$ cat src/rtl/dpram_rr_arbiter.sv
// rtl/dpram_rr_arbiter.sv - round-robin write/read port arbiter in front of a 1W/1R dual-port RAM
//
// Purpose: shares one dpram (single write port, single read port) among NUM_REQ
// clients. Each RAM port has its own round-robin arbiter. The winning command is
// registered onto the RAM pins, and each read response is routed back to the
// client that issued it.
//
// Optional feature macro: DPRAM_ARB_FWD_EN. When it is defined, a read and a write
// to the same address in the same RAM cycle return the newly written data.
//
// Ports:
//   clk, reset           : clock; asynchronous active-low reset
//   wr_req/wr_addr/wr_data/wr_gnt : per-client write command, combinational one-hot grant
//   rd_req/rd_addr/rd_gnt         : per-client read command, combinational one-hot grant
//   rd_valid/rd_data     : one-hot response strobe; shared response data
//   mem_we/mem_wr_addr/mem_data_in/mem_re/mem_rd_addr/mem_data_out : RAM pins
`timescale 1ns/1ps
module dpram_rr_arbiter #(
    parameter int NUM_REQ = 2,
    parameter int AW      = 6,
    parameter int DW      = 8,
    parameter int RD_LAT  = 1
) (
    input  logic                  clk,
    input  logic                  reset,
    input  logic [NUM_REQ-1:0]    wr_req,
    input  logic [NUM_REQ*AW-1:0] wr_addr,
    input  logic [NUM_REQ*DW-1:0] wr_data,
    output logic [NUM_REQ-1:0]    wr_gnt,
    input  logic [NUM_REQ-1:0]    rd_req,
    input  logic [NUM_REQ*AW-1:0] rd_addr,
    output logic [NUM_REQ-1:0]    rd_gnt,
    output logic [NUM_REQ-1:0]    rd_valid,
    output logic [DW-1:0]         rd_data,
    output logic                  mem_we,
    output logic [AW-1:0]         mem_wr_addr,
    output logic [DW-1:0]         mem_data_in,
    output logic                  mem_re,
    output logic [AW-1:0]         mem_rd_addr,
    input  logic [DW-1:0]         mem_data_out
);

    localparam int IW = (NUM_REQ > 1) ? $clog2(NUM_REQ) : 1;
    localparam logic [IW-1:0] LAST_IDX = IW'(NUM_REQ - 1);

    // Search starts at the client after ptr and wraps around, so the most recent
    // winner gets the lowest priority on the next cycle.
    function automatic logic [NUM_REQ-1:0] rr_pick(input logic [NUM_REQ-1:0] req,
                                                   input logic [IW-1:0] ptr);
        logic [NUM_REQ-1:0] gnt;
        logic [IW-1:0]      idx;
        logic               found;
        gnt   = '0;
        found = 1'b0;
        idx   = ptr;
        for (int i = 0; i < NUM_REQ; i++) begin
            idx = (idx == LAST_IDX) ? '0 : idx + 1'b1;
            if (!found && req[idx]) begin
                gnt[idx] = 1'b1;
                found    = 1'b1;
            end
        end
        return gnt;
    endfunction

    function automatic logic [IW-1:0] enc(input logic [NUM_REQ-1:0] oh);
        logic [IW-1:0] idx;
        idx = '0;
        for (int i = 0; i < NUM_REQ; i++) begin
            if (oh[i]) idx = IW'(i);
        end
        return idx;
    endfunction

    logic [IW-1:0]  wr_ptr_q, wr_ptr_d;
    logic [IW-1:0]  rd_ptr_q, rd_ptr_d;
    logic [IW-1:0]  wr_win, rd_win;
    logic           wr_any, rd_any;

    logic           mem_we_q;
    logic [AW-1:0]  mem_wr_addr_q;
    logic [DW-1:0]  mem_data_in_q;
    logic [AW-1:0]  mem_rd_addr_q;

    // Stage 0 of the tag pipeline is in step with mem_re. Stage RD_LAT is in step with
    // the RAM's data_out.
    logic [RD_LAT:0] tag_v_q;
    logic [IW-1:0]   tag_idx_q [0:RD_LAT];

    always_comb begin
        wr_gnt   = rr_pick(wr_req, wr_ptr_q);
        rd_gnt   = rr_pick(rd_req, rd_ptr_q);
        wr_any   = |wr_gnt;
        rd_any   = |rd_gnt;
        wr_win   = enc(wr_gnt);
        rd_win   = enc(rd_gnt);
        wr_ptr_d = wr_any ? wr_win : wr_ptr_q;
        rd_ptr_d = rd_any ? rd_win : rd_ptr_q;
    end

    always_ff @(posedge clk or negedge reset) begin
        if (!reset) begin
            wr_ptr_q      <= LAST_IDX;
            rd_ptr_q      <= LAST_IDX;
            mem_we_q      <= 1'b0;
            mem_wr_addr_q <= '0;
            mem_data_in_q <= '0;
            mem_rd_addr_q <= '0;
            tag_v_q       <= '0;
            for (int k = 0; k <= RD_LAT; k++) tag_idx_q[k] <= '0;
        end else begin
            wr_ptr_q   <= wr_ptr_d;
            rd_ptr_q   <= rd_ptr_d;
            mem_we_q   <= wr_any;
            tag_v_q[0] <= rd_any;
            if (wr_any) begin
                mem_wr_addr_q <= wr_addr[wr_win*AW +: AW];
                mem_data_in_q <= wr_data[wr_win*DW +: DW];
            end
            if (rd_any) begin
                mem_rd_addr_q <= rd_addr[rd_win*AW +: AW];
                tag_idx_q[0]  <= rd_win;
            end
            for (int k = 1; k <= RD_LAT; k++) begin
                tag_v_q[k]   <= tag_v_q[k-1];
                tag_idx_q[k] <= tag_idx_q[k-1];
            end
        end
    end

    assign mem_we      = mem_we_q;
    assign mem_wr_addr = mem_wr_addr_q;
    assign mem_data_in = mem_data_in_q;
    assign mem_re      = tag_v_q[0];
    assign mem_rd_addr = mem_rd_addr_q;

    assign rd_valid = tag_v_q[RD_LAT] ? (NUM_REQ'(1) << tag_idx_q[RD_LAT]) : '0;

`ifdef DPRAM_ARB_FWD_EN
    // A collision is detected in the cycle the RAM sees both commands. The write data
    // then travels alongside the read tag and replaces the RAM's old-data output.
    logic [RD_LAT:1] fwd_v_q;
    logic [DW-1:0]   fwd_d_q [1:RD_LAT];

    always_ff @(posedge clk or negedge reset) begin
        if (!reset) begin
            fwd_v_q <= '0;
            for (int k = 1; k <= RD_LAT; k++) fwd_d_q[k] <= '0;
        end else begin
            fwd_v_q[1] <= mem_we_q & tag_v_q[0] & (mem_wr_addr_q == mem_rd_addr_q);
            fwd_d_q[1] <= mem_data_in_q;
            for (int k = 2; k <= RD_LAT; k++) begin
                fwd_v_q[k] <= fwd_v_q[k-1];
                fwd_d_q[k] <= fwd_d_q[k-1];
            end
        end
    end

    assign rd_data = !tag_v_q[RD_LAT]  ? '0 :
                     fwd_v_q[RD_LAT]   ? fwd_d_q[RD_LAT] : mem_data_out;
`else
    assign rd_data = tag_v_q[RD_LAT] ? mem_data_out : '0;
`endif

endmodule

$ cat config.mk
export PLATFORM = sky130hd
export DESIGN_NAME = dpram_rr_arbiter
export DESIGN_NICKNAME = d
export VERILOG_FILES = /design/src/rtl/dpram_rr_arbiter.sv
export SDC_FILE = /design/constraint.sdc
export NUM_CORES = 1
export LEC_CHECK = 0
export ABC_AREA = 1
export ABC_CLOCK_PERIOD_IN_PS = 1200
export CAP_MARGIN = 20
export CORE_MARGIN = 4
export CORE_UTILIZATION = 38
export CTS_CLUSTER_DIAMETER = 50
export DETAILED_ROUTE_END_ITERATION = 8
export GPL_TIMING_DRIVEN = 0
export PLACE_DENSITY = 0.81
export SLEW_MARGIN = 15
export SYNTH_ARGS = -nofsm -noshare
export SYNTH_HDL_FRONTEND = slang
export SYNTH_SLANG_ARGS = --single-unit
$ cat constraint.sdc
create_clock -name clk -period 1.2 [get_ports clk]
set_input_delay 0.12 -clock clk [delete_from_list [all_inputs] [get_ports clk]]
set_output_delay 0.12 -clock clk [all_outputs]
set_load 0.05 [all_outputs]
==> flow_summary.toml, run 1 <==
[run_status]
status = "finished, violations left"
failed_checks = "negative setup slack"

[power]
seq_power_share_pct = 33.8
power.density_mw_per_mm2 = 1150
p_leak_nw = 1.49
power.internal_w = 0.00200
combPwrFrac_pct = 51.4
ir_drop_uv = 967
power_w = 0.00337
clkPwrFrac_pct = 14.8
switchingPower_w = 0.00137
swShare_pct = 40.6

[routing]
wl_per_cell_um = 13.4
wirelength_um = 4870
drcViolationCount = 0
firstDrtPassIters = 4
vias = 1665
avgViaCountPerCell = 4.60
ant_nets = 0
initialDrtViolationCount = 49

[synthesis]
synthArstFlopShare_pct = 100
synth_seq_cells = 27
synth_area_leader_cell = "dfrtp_1"
synth_common_cells = "nand2_1, dfrtp_1, inv_1"
synth_top_area_share_pct = 41.1
yosysWarnings = 0
synth.avg_cell_area_um2 = 7.22
yosysSeqAreaShare_pct = 44.5
yosys-top-cells-area = "dfrtp_1, nand2_1, nand3_1, inv_1, nand3b_1"
synth-main-ff-cell = "dfrtp_1"
synth_area_mm2 = 0.00152
synth_cell_type_count = 17
synth_most_common_cell = "nand2_1"
syn_inst = 211
synth_edf_count = 0
synth_fp_nets = 265

[global_route]
overflow = 0
use_met2_pct = 30.7
grt_busiest_layer = "met2"
grt_pass1_vias = 1547
antenna_found_initial = 0
grt_max_degree = 18
grt_pass1_wl_um = 7180
grt_use_met1_pct = 21.2
grt_usage_pct = 17.4
met3_usage_pct = 3.51

[critical_path]
crit_buf_inv = 4
crit_type = "flip-flop to output port"
cp_top_family = "flip-flops"
start_kind = "flip-flop"
cp_max_fo = 3
worstPathRequired_ps = 1080
cp-end-kind = "output port"
startpoint = "wr_ptr_q$_DFFE_PN1P_"
cp_data_arrival_time_ps = 1300
slowest_delay_ps = 580
crit_top_cell = "nand2_2"
path_cells = "inv_2 -> nand2_2 -> nand2_2 -> buf_6 -> clkinvlp_4 -> buf_8"
rr_startpoint = "wr_ptr_q$_DFFE_PN1P_"
critPathSlowestCell = "dfstp_2"

[cells_and_area]
drive_gt1_share_pct = 37.3
final_core_util_pct = 77.7
final_area_mm2 = 0.00293
antenna_cells = 0
final_nets = 369
stdcell_count = 362
syn2layout_area_growth_pct = 92.2

[sta]
slew_viol_final = 0
layout_setup_ws_ps = -219
clock_skew_ps = 1.59
fin_crit_ps = 1420
finalSetupViolations = 28
slew_headroom_pct = 61.7
grt_setup_unrepaired = "true"
hold_violations = 0
max_freq_mhz = 705
fin_crit_sh_pct = 118
tightestPinTransition_ps = 572

[clocking]
cts_root_buf = "clkbuf_8"
path_clk_slew_ps = 90
h-tree-depth = 1
cts_made_buffers = 3
ctsHoldBuffers = 0
cts_sinks = 27
cts_tree = "yes"
cts_buffer_depth = 2
clock_latency_ps = 260

[floorplanning]
die_h_um = 71.3
dieArea_mm2 = 0.00509
rows = 22
core-area_mm2 = 0.00377
initial_core_util_pct = 40.4
io_pins = 90
die_x_um = 71.3

[placed_design]
pre_cts_slack_ps = -850
portBuffers = 87
dp_cells = 347
dpl_cell_area_mm2 = 0.00250
gp_congestion = 0.870
hpwl_um = 3310

[job]
maxCapViolCount = 0

[hold_path]
hp-start = "wr_req[1]"
hp-class = "input pin to flip-flop"
final timing paths:
kind | end | slack [ps] | depth (start not counted)
setup / recovery | wr_gnt[0] | -220 | 6
hold / removal | mem_data_in[0]$_DFFE_PN0P_ | 180 | 5
setup reg to reg | mem_wr_addr[5]$_DFFE_PN0P_ | -90 | 7
hold reg to reg | tag_v_q[1]$_DFF_PN0_ | 380 | 0
max in group asynchronous | rd_ptr_q$_DFFE_PN1P_ | 430 | 2
min in group asynchronous | mem_data_in[1]$_DFFE_PN0P_ | 210 | 1
cell type report:
type	count	area (um^2)
buffer	11	125
fill	278	842
inverter	24	96.3
sequential	27	679
clock buffer	4	45.0
multi-input combinational	145	763
tap	48	60.1
timing repair buffer	103	1160
layout by cell type, fill, tap and decap left out, types with 2 or more instances in the layout:
cell | Yosys | final
nand2_1 | 105 | 82
clkdlybuf4s50_1 | 0 | 51
dfrtp_1 | 25 | 24
clkdlybuf4s15_2 | 0 | 21
nand2_2 | 2 | 20
buf_6 | 4 | 16
nand3_1 | 20 | 13
buf_8 | 1 | 12
inv_2 | 0 | 11
inv_1 | 24 | 11
nand3b_1 | 11 | 11
buf_4 | 6 | 8
nand3_2 | 0 | 7
nand2_4 | 1 | 6
clkbuf_8 | 0 | 3
clkbuf_16 | 0 | 3
nor2_1 | 3 | 2
dfstp_2 | 2 | 2
worst min-delay path, delay by kind of cell:
| kind | cells | cell delay (ps) |
|---|---|---|
| buffers and inverters | 1 | 110 |
| and+or+nand+nor | 4 | 180 |
power groups by stage:
stage | combinational [W] | clock [W] | sequential [W]
floorplan | 0.000527 | 0 | 0.00153
global placement | 0.00149 | 0 | 0.00113
detailed placement | 0.00151 | 0 | 0.00114
CTS | 0.00154 | 0.000514 | 0.00114
global route | 0.00183 | 0.000556 | 0.00116
finish | 0.00173 | 0.000497 | 0.00114
what timing repair did:
item | CTS | global route
cloned | 0 | 4
pin swaps | 7 | 9
gates resized for setup | 176 | 65
setup buffers | 7 | 7
endpoints found under the setup margin | 36 | 35
cells by family (layout without fill, tap and decap cells):
group                  count (synthesis)  in the layout  share of synthesized area (%)
AND/OR/NAND/NOR                      142            142                           40.1
flip-flops                            27             27                           44.5
buffers and inverters                 39            142                           14.0
AO/OA/AOI/OAI                          3              3                           1.31
state kept, by name (all words and copies together), names as in the netlist:
signal / flops
mem_rd_addr: 6
mem_wr_addr: 6
tag_idx_q: 2
wr_ptr_q: 1
tag_v_q: 2
rd_ptr_q: 1
mem_we: 1
mem_data_in: 8
through the flow:
step           setup TNS [ps]  hold WS (ps)
2_1_floorplan               0          -176
3_3_place_gp           -18710           356
3_5_place_dp           -10660           370
4_1_cts                 -1120           175
5_1_grt                 -3390           203
6_report                -1530           181
per-layer routing:
layer / wire (um) / up-vias
met5: 0 / -
met4: 155 / 0
met3: 253 / 12
met2: 2470 / 58
met1: 1980 / 755
li1: - / 840
Note: power is estimated with default switching activity, not from simulation.
==> run 2, diff against run 1 <==
--- a/config.mk
+++ b/config.mk
@@ -6,7 +6,6 @@
 export NUM_CORES = 1
 export LEC_CHECK = 0
 export ABC_AREA = 1
-export ABC_CLOCK_PERIOD_IN_PS = 1200
 export CAP_MARGIN = 20
 export CORE_MARGIN = 4
 export CORE_UTILIZATION = 38
==> results of run 2 <==
The final DEF is identical to that of run 1; final timing and power are the same.
==> run 3, diff against run 2 <==
--- a/config.mk
+++ b/config.mk
@@ -11,6 +11,7 @@
 export CORE_UTILIZATION = 38
 export CTS_CLUSTER_DIAMETER = 50
 export DETAILED_ROUTE_END_ITERATION = 8
+export GPL_ROUTABILITY_DRIVEN = 0
 export GPL_TIMING_DRIVEN = 0
 export PLACE_DENSITY = 0.81
 export SLEW_MARGIN = 15
==> results of run 3 <==
The final DEF is identical to that of run 1; final timing and power are the same.
